$ cat src/rtl/shake_rej_sampler_pkg.sv
// rtl/shake_rej_sampler_pkg.sv - shared constants and FSM encoding for the rejection sampler
// Purpose: modulus, coefficient/triple widths and state encoding used by
//          shake_rej_sampler and its triple checker.
// Ports: none (package).
package shake_rej_sampler_pkg;

  localparam logic [22:0] Q        = 23'd8380417;
  localparam int          COEF_W   = 23;
  localparam int          TRIPLE_W = 24;

  typedef enum logic [2:0] {
    IDLE    = 3'd0,
    REQ     = 3'd1,
    CAPTURE = 3'd2,
    PARSE   = 3'd3,
    RELEASE = 3'd4,
    DONE    = 3'd5
  } state_t;

endpackage

$ cat src/rtl/shake_rej_sampler_rej_triple_check.sv
// rtl/shake_rej_sampler_rej_triple_check.sv - combinational triple to candidate coefficient with accept flag
// Purpose: turns one 3-byte stream triple {b0, b1, b2} into
//          b0 | b1<<8 | (b2 & 0x7F)<<16 and flags it accepted when below Q.
// Ports:
//   triple  in   24  {b0, b1, b2}, b0 is the first stream byte
//   value   out  23  candidate coefficient
//   accept  out  1   value < Q
module shake_rej_sampler_rej_triple_check
  import shake_rej_sampler_pkg::*;
(
  input  logic [TRIPLE_W-1:0] triple,
  output logic [COEF_W-1:0]   value,
  output logic                accept
);

  // Top bit of b2 is masked off by the sampling rule.
  logic unused_b2_msb;
  assign unused_b2_msb = triple[7];

  assign value  = {triple[6:0], triple[15:8], triple[23:16]};
  assign accept = (value < Q);

endmodule

$ cat src/rtl/shake_rej_sampler.sv
// rtl/shake_rej_sampler.sv - SHAKE-fed rejection sampler producing one polynomial of coefficients mod Q
// Purpose: requests squeezed words from a SHAKE core with absorb message
//          {seed, nonce, blk_ctr}, parses 3-byte triples one per cycle and
//          streams accepted coefficients until NCOEF have been transferred.
// Optional: define SHAKE_REJ_STATS_EN to add the saturating rej_cnt output.
// Ports:
//   clk, reset_n            clock, asynchronous active-low reset
//   start, seed, nonce      one-cycle polynomial request and its parameters
//   N, rtr                  absorb message and ready-to-receive to SHAKE
//   rts, SHAKEout           ready-to-send and squeezed word from SHAKE
//   coef_valid/coef_ready   coefficient stream handshake
//   coef_data, coef_idx     accepted coefficient and its index
//   busy, done              activity flag and end-of-polynomial pulse
//   rej_cnt                 rejected triples since start (SHAKE_REJ_STATS_EN)
module shake_rej_sampler
  import shake_rej_sampler_pkg::*;
#(
  parameter int SEED_BITS = 256,
  parameter int OUT_BITS  = 1344,
  parameter int NCOEF     = 256
) (
  input  logic                   clk,
  input  logic                   reset_n,
  input  logic                   start,
  input  logic [SEED_BITS-1:0]   seed,
  input  logic [15:0]            nonce,
  output logic [SEED_BITS+23:0]  N,
  output logic                   rtr,
  input  logic                   rts,
  input  logic [OUT_BITS-1:0]    SHAKEout,
  output logic                   coef_valid,
  input  logic                   coef_ready,
  output logic [COEF_W-1:0]      coef_data,
  output logic [7:0]             coef_idx,
  output logic                   busy,
  output logic                   done
`ifdef SHAKE_REJ_STATS_EN
  ,
  output logic [15:0]            rej_cnt
`endif
);

  localparam int NT    = OUT_BITS / TRIPLE_W;
  localparam int CNT_W = $clog2(NCOEF + 1);
  localparam int PTR_W = $clog2(NT + 1);
  localparam logic [CNT_W-1:0] NCOEF_C = CNT_W'(NCOEF);
  localparam logic [PTR_W-1:0] NT_C    = PTR_W'(NT);

  state_t                 state;
  logic [SEED_BITS-1:0]   seed_r;
  logic [15:0]            nonce_r;
  logic [7:0]             blk_ctr;
  logic [CNT_W-1:0]       count;
  logic [PTR_W-1:0]       ptr;
  logic [OUT_BITS-1:0]    buffer;

  logic [COEF_W-1:0]      value;
  logic                   accept;
  logic                   xfer;
  logic                   valid_hold;
  logic [CNT_W-1:0]       count_n;

  // The buffer shifts left one triple per parsed triple, so the current
  // triple always sits at the top of the word.
  shake_rej_sampler_rej_triple_check u_check (
    .triple (buffer[OUT_BITS-1 -: TRIPLE_W]),
    .value  (value),
    .accept (accept)
  );

  assign xfer       = coef_valid & coef_ready;
  assign valid_hold = coef_valid & ~coef_ready;
  assign count_n    = count + CNT_W'(xfer);
  assign N          = {seed_r, nonce_r, blk_ctr};
  assign busy       = (state != IDLE);

  always_ff @(posedge clk or negedge reset_n) begin
    if (!reset_n) begin
      state      <= IDLE;
      seed_r     <= '0;
      nonce_r    <= '0;
      blk_ctr    <= '0;
      count      <= '0;
      ptr        <= '0;
      buffer     <= '0;
      rtr        <= 1'b0;
      coef_valid <= 1'b0;
      coef_data  <= '0;
      coef_idx   <= '0;
      done       <= 1'b0;
`ifdef SHAKE_REJ_STATS_EN
      rej_cnt    <= '0;
`endif
    end else begin
      done <= 1'b0;
      case (state)
        IDLE: begin
          if (start) begin
            seed_r  <= seed;
            nonce_r <= nonce;
            blk_ctr <= '0;
            count   <= '0;
            rtr     <= 1'b0;
            state   <= REQ;
`ifdef SHAKE_REJ_STATS_EN
            rej_cnt <= '0;
`endif
          end
        end
        REQ: begin
          // A stale high rts left from an earlier word must fall before rtr rises.
          if (rtr && rts) begin
            state <= CAPTURE;
          end else if (!rts) begin
            rtr <= 1'b1;
          end
        end
        CAPTURE: begin
          buffer <= SHAKEout;
          rtr    <= 1'b0;
          ptr    <= '0;
          state  <= PARSE;
        end
        PARSE: begin
          if (xfer) begin
            count <= count_n;
          end
          if (count_n == NCOEF_C) begin
            coef_valid <= 1'b0;
            done       <= 1'b1;
            state      <= DONE;
          end else if (valid_hold) begin
            // stalled: coefficient and index held
          end else if (ptr == NT_C) begin
            coef_valid <= 1'b0;
            blk_ctr    <= blk_ctr + 8'd1;
            state      <= RELEASE;
          end else begin
            buffer     <= buffer << TRIPLE_W;
            ptr        <= ptr + PTR_W'(1);
            coef_valid <= accept;
            if (accept) begin
              coef_data <= value;
              coef_idx  <= 8'(count_n);
            end
`ifdef SHAKE_REJ_STATS_EN
            else if (rej_cnt != 16'hFFFF) begin
              rej_cnt <= rej_cnt + 16'd1;
            end
`endif
          end
        end
        RELEASE: begin
          if (!rts) begin
            rtr   <= 1'b1;
            state <= REQ;
          end
        end
        DONE: begin
          state <= IDLE;
        end
        default: begin
          state <= IDLE;
        end
      endcase
    end
  end

endmodule

$ cat config.mk
export PLATFORM = sky130hd
export DESIGN_NAME = shake_rej_sampler
export DESIGN_NICKNAME = d
export VERILOG_FILES = /design/src/rtl/shake_rej_sampler_pkg.sv /design/src/rtl/shake_rej_sampler_rej_triple_check.sv /design/src/rtl/shake_rej_sampler.sv
export SDC_FILE = /design/constraint.sdc
export NUM_CORES = 2
export LEC_CHECK = 0
export ABC_AREA = 1
export BUFFER_PORTS_ARGS = -buffer_cell sky130_fd_sc_hd__buf_2
export CAP_MARGIN = 30
export CORE_AREA = 3 3 758 760
export DETAILED_ROUTE_END_ITERATION = 10
export DIE_AREA = 0 0 761 763
export PLACE_DENSITY = 0.3
export SLEW_MARGIN = 10
export SYNTH_ARGS = -nofsm -noshare
export SYNTH_HDL_FRONTEND = slang
export SYNTH_HIERARCHICAL = 1
export SYNTH_SLANG_ARGS = --single-unit
$ cat constraint.sdc
create_clock -name clk -period 3.8 [get_ports clk]
set_input_delay 0.19 -clock clk [delete_from_list [all_inputs] [get_ports clk]]
set_output_delay 0.19 -clock clk [all_outputs]
set_load 0.1 [all_outputs]
After elaboration in Yosys (flattened, before gate mapping)
Cells that the tools add are included.
{"block": "word_totals", "register_bits": 1676, "word_cells": 86}
{"block": "classes", "addsub": 3, "order_cmp": 1, "eq_ne": 18, "mux": 32, "bitwise": 6, "reduce_logical": 14}
{"cell": "$mux 1344", "n": 3}
{"cell": "$pmux 1344 s2", "n": 1}
{"cell": "$mux 8", "n": 4}
{"cell": "$lt 23x23->1 const B", "n": 1}
{"cell": "$mux 3", "n": 6}
{"cell": "$mux 6", "n": 3}
{"cell": "$mux 9", "n": 2}
{"cell": "$ne 2x2->1 const B", "n": 9}
{"cell": "$pmux 9 s2", "n": 1}
{"cell": "$pmux 8 s2", "n": 1}
{"cell": "$pmux 3 s5", "n": 1}
{"cell": "$reduce_and 5->1", "n": 3}
{"cell": "$pmux 6 s2", "n": 1}
{"cell": "$add 9x1->9", "n": 1}
{"cell": "$eq 9x9->1 const B", "n": 1}
{"cell": "$add 8x1->8 const B", "n": 1}
{"cell": "$mux 1", "n": 8}
{"cell": "$add 6x1->6 const B", "n": 1}
{"cell": "$eq 3x2->1 const B", "n": 2}
{"cell": "$eq 6x6->1 const B", "n": 1}
{"cell": "$ne 3x3->1 const B", "n": 2}
{"cell": "$reduce_and 3->1", "n": 2}
{"cell": "$not 1->1", "n": 4}
{"cell": "$pmux 1 s4", "n": 1}
{"cell": "11 further kinds", "n": 14}

Depth between registers and ports, before layout
{"block": "logic_depth", "depth_word": 5, "depth_mapped": 18, "ltp_nobuf": 16}

Hierarchy
The synthesis kept the hierarchy.
{"module": "shake_rej_sampler", "n_inst": 1, "cells_each": 11031, "area_per_inst_um2": 82870.7, "seq_area_each_um2": 41940.2}
{"module": "shake_rej_sampler_rej_triple_check", "n_inst": 1, "cells_each": 45, "area_per_inst_um2": 262.8, "seq_area_each_um2": 0.0}

Worst setup path before layout
Ideal clock, no wire load.
{"block": "synth_timing", "kind": "register -> register", "from": "register coef_valid", "to": "register buffer[1043]", "setup_ns": 0.118, "arrival_ns": 2.844, "path_slack_ns": 0.838, "path_stages_with_launch": 19, "path_cell_list": "dfrtp_1 nand2_1 inv_1 ha_1 ha_1 nand2_1 nor2_4 nand2_1 nand2_1 nand2_1 nor2_1 nand3_2 nand2_1 nand2_2 buf_6 buf_6 buf_6 nand3_1 nand2_1"}
{"block": "synth_between", "elab_chain_cells": 5, "elab_cells_between_ends": 7}
{"element": "from (decl)", "line": "shake_rej_sampler.sv:31", "source": "output logic coef_valid,"}
{"element": "from (signal assigned)", "line": "shake_rej_sampler.sv:141", "source": "coef_valid <= accept;"}
{"element": "$and 1x1->1", "line": "shake_rej_sampler.sv:71", "source": "assign xfer = coef_valid & coef_ready;"}
{"element": "$add 9x1->9", "line": "shake_rej_sampler.sv:73", "source": "assign count_n = count + CNT_W'(xfer);"}
{"element": "$eq 9x9->1", "line": "shake_rej_sampler.sv:128", "source": "if (count_n == NCOEF_C) begin"}
{"element": "$ne 2x2->1 (no line)"}
{"element": "$reduce_and 4->1 (no line) (*)"}
{"element": "to (signal assigned)", "line": "shake_rej_sampler.sv:119", "source": "buffer <= SHAKEout;"}
{"element": "to (signal assigned)", "line": "shake_rej_sampler.sv:139", "source": "buffer <= buffer << TRIPLE_W;"}
{"element": "to (decl)", "line": "shake_rej_sampler.sv:55", "source": "logic [OUT_BITS-1:0] buffer;"}
Every way passes the cells marked *; elsewhere a longest branch is shown, timed or not.
A chain may end at the register's enable or synchronous reset.

Final worst setup path
{"block": "layout_timing", "from": "register coef_valid", "to": "register buffer[1097]"}
The elaborated chain is that of the path after synthesis.

==> reports/qor.yml <==
crit_path_frequent_cell: "nand2_1"
place.port_buffers: 1879
crit_family: "simple AND/OR/NAND/NOR gates"
post-place-ws_ns: 0.472
grt_max_degree: 137
hold_path.class: "in -> reg"
gp_congestion: 0.904
clock_latency_ns: 0.93
leakage_uw: 0.0641
dieWidth_um: 761
postCtsResizedCells: 0
intPower_uw: 54500
path_buf_inv: 3
slew_headroom_pct: 38.0
grt_pass1_wl_um: 732000
post-route-period-util_pct: 87.8
status: "complete, no violations"
p_seq_share_pct: 27.7
cts_setup_buffers: 0
cp-start-kind: "register"
dp_hpwl_um: 417000
area_delta_synth_final_pct: 53.7
initial_utilization_pct: 14.1
arrival_ns: 4.16
p_comb_share_pct: 51.4
wl_um: 536000
setup_ws_ns: 0.463
num_rows: 277
cts_tree: "done"
cp.required_ns: 4.62
ff2ff_setup_slack_ns: 0.46
clk_pin_slew_ns: 0.06
drive_above_1_share_pct: 19.9
worstMarginPinSlew_ns: 0.925
crit_slowest_cell: "buf_4"
setup_violations: 0
hold_viol_final: 0
num_vias: 84500
track_usage_pct: 17.8
placed_cells: 19600
antenna_found_initial: 299
grt_pass1_vias: 86500
p_sw_share_pct: 51.0
clkPwrFrac_pct: 20.9
fin_cells: 21900
drv_cap: 0
ys_warn_count: 6
slew_violations: 0
drt_iter0_drc: 5666
max_freq_mhz: 300
cts-root-buf: "clkbuf_16"
syn_area_per_cell_um2: 7.52
design.die.area_um2: 581000
path_max_fanout: 56
syn-instance-count: 10700
fin_worst_skew_ns: 0.0600
die_height_um: 763
fin_crit_ns: 3.34
holdCritStartpoint: "SHAKEout[837]"
ir_drop_uv: 612
drc: 0
wl_per_cell_um: 24.5
power_uw: 111000
holdPathEnd: "buffer[837]"
dr.pass1.iters: 6
r2r_cells: 17
p_per_area_nw_per_um2: 899
worstSetupPathType: "reg -> reg"
max_stage_delay_ns: 0.60
r2r_end: "buffer[1097]"
hold_path_depth: 5
worstSetupEndpointType: "register"
ant_nets: 0
crit_chain: "nand2_1 > inv_1 > ha_1 > ha_1 > nand2_1 > nor2_4 > nand2_1 > nand2_1 > nand2_1 > nor2_1 > nand3_2 > nand2_1 > nand2_8 > buf_4 > buf_4 > nand3_1 > nand2_1"
cts_buffers: 228
rsz0062_at_grt: "no"
r2r_start: "coef_valid"
io_pins: 1936
clock_sinks: 1620
cts_max_level: 4
syn_area_um2: 80400
grt_overflow: 0
coreArea_um2: 568000
cts_buffer_depth: 4
power.switching_uw: 56600
via_per_inst: 3.86
fill_cells: 64400
fin_nets: 15700
fin_setup_tns_ns: 0
synth_nets: 12300
-- worst max-delay path by stage --
stage               startpoint      endpoint  slack, ns  cells after the start
finish              coef_valid  buffer[1097]       0.46                     17
global route        coef_valid  buffer[1121]       0.19                     16
CTS                 coef_valid  buffer[1166]       0.43                     16
detailed placement  coef_valid  buffer[1097]       0.47                     16
global placement    coef_valid  buffer[1148]       0.47                     17
floorplan           coef_valid  buffer[1043]       0.84                     18
-- power groups by stage --
stage                     clock network (uW)  logic (uW)  registers, uW
after global placement                     0       56400          31000
final                                  23200       57100          30800
after floorplan                            0       27000          41100
after global routing                   24600       62400          31800
after CTS                              24000       58300          30800
after detailed placement                   0       56400          31000
-- registers in the layout (all words and copies together), names as in the netlist, 3 cells and up --
signal	flops
buffer	1288
seed_r	256
coef_data	23
nonce_r	16
count	9
blk_ctr	8
coef_idx	8
ptr	6
state	3
-- worst min-delay path, cell delays in order --
cell and delay, ns:
buf_2 0.08, nand2_1 0.32, nand2_1 0.16, nand3_1 0.08, nand2_1 0.06
-- cell usage in the layout (no fill, tap or decap), types with 6 or more instances in the layout --
cell           instances
buf_4                185
clkbuf_1              46
mux2_2               273
buf_12               104
o21ai_1               31
nand4_1               12
bufinv_16             21
dlygate4sd3_1       1743
nand2_1             6475
nand3_1             1288
inv_1                 76
clkbuf_16            230
clkinv_2              41
nor2_1                29
o22ai_1                6
buf_2               1878
clkbuf_8              63
diode_2              136
o21ai_0               37
dfrtp_1             1620
-- timing repair --
item / 4_1_cts / 5_1_grt
hold endpoints to repair: 2816 / 1
hold buffers: 1743 / 1
endpoints found under the setup margin: 0 / 0
-- final cells by class --
type	instances	area [um^2]	share of cell area (%)
flip-flops and latches	1620	40500	32.8
well taps	7533	9430	7.63
clock inverters	79	1110	0.896
repair buffers	3912	30400	24.6
diodes	136	340	0.275
inverters	82	315	0.255
clock buffers	339	6800	5.50
multi-input cells	8184	34700	28.1
-- per-layer routing --
metal | track usage, % | wire length [um] | up-vias
met5 | 0 | 858 | -
met4 | 4.74 | 16100 | 132
met3 | 3.27 | 29100 | 747
met2 | 27.4 | 233000 | 2486
met1 | 25.4 | 256000 | 40900
li1 | - | - | 40200
-- metrics by stage --
stage | instance area, um^2 | hold WS (ns) | utilization, %
2_1_floorplan | 80400 | -0.106 | -
3_3_place_gp | 97800 | 0.103 | 17.2
6_report | 124000 | 0.0499 | 21.7
4_1_cts | 123000 | 0.00120 | 21.7
3_5_place_dp | 97800 | 0.177 | 17.2
5_1_grt | 123000 | 0.0465 | 21.7
No activity file was read; power rests on OpenSTA's default activity.
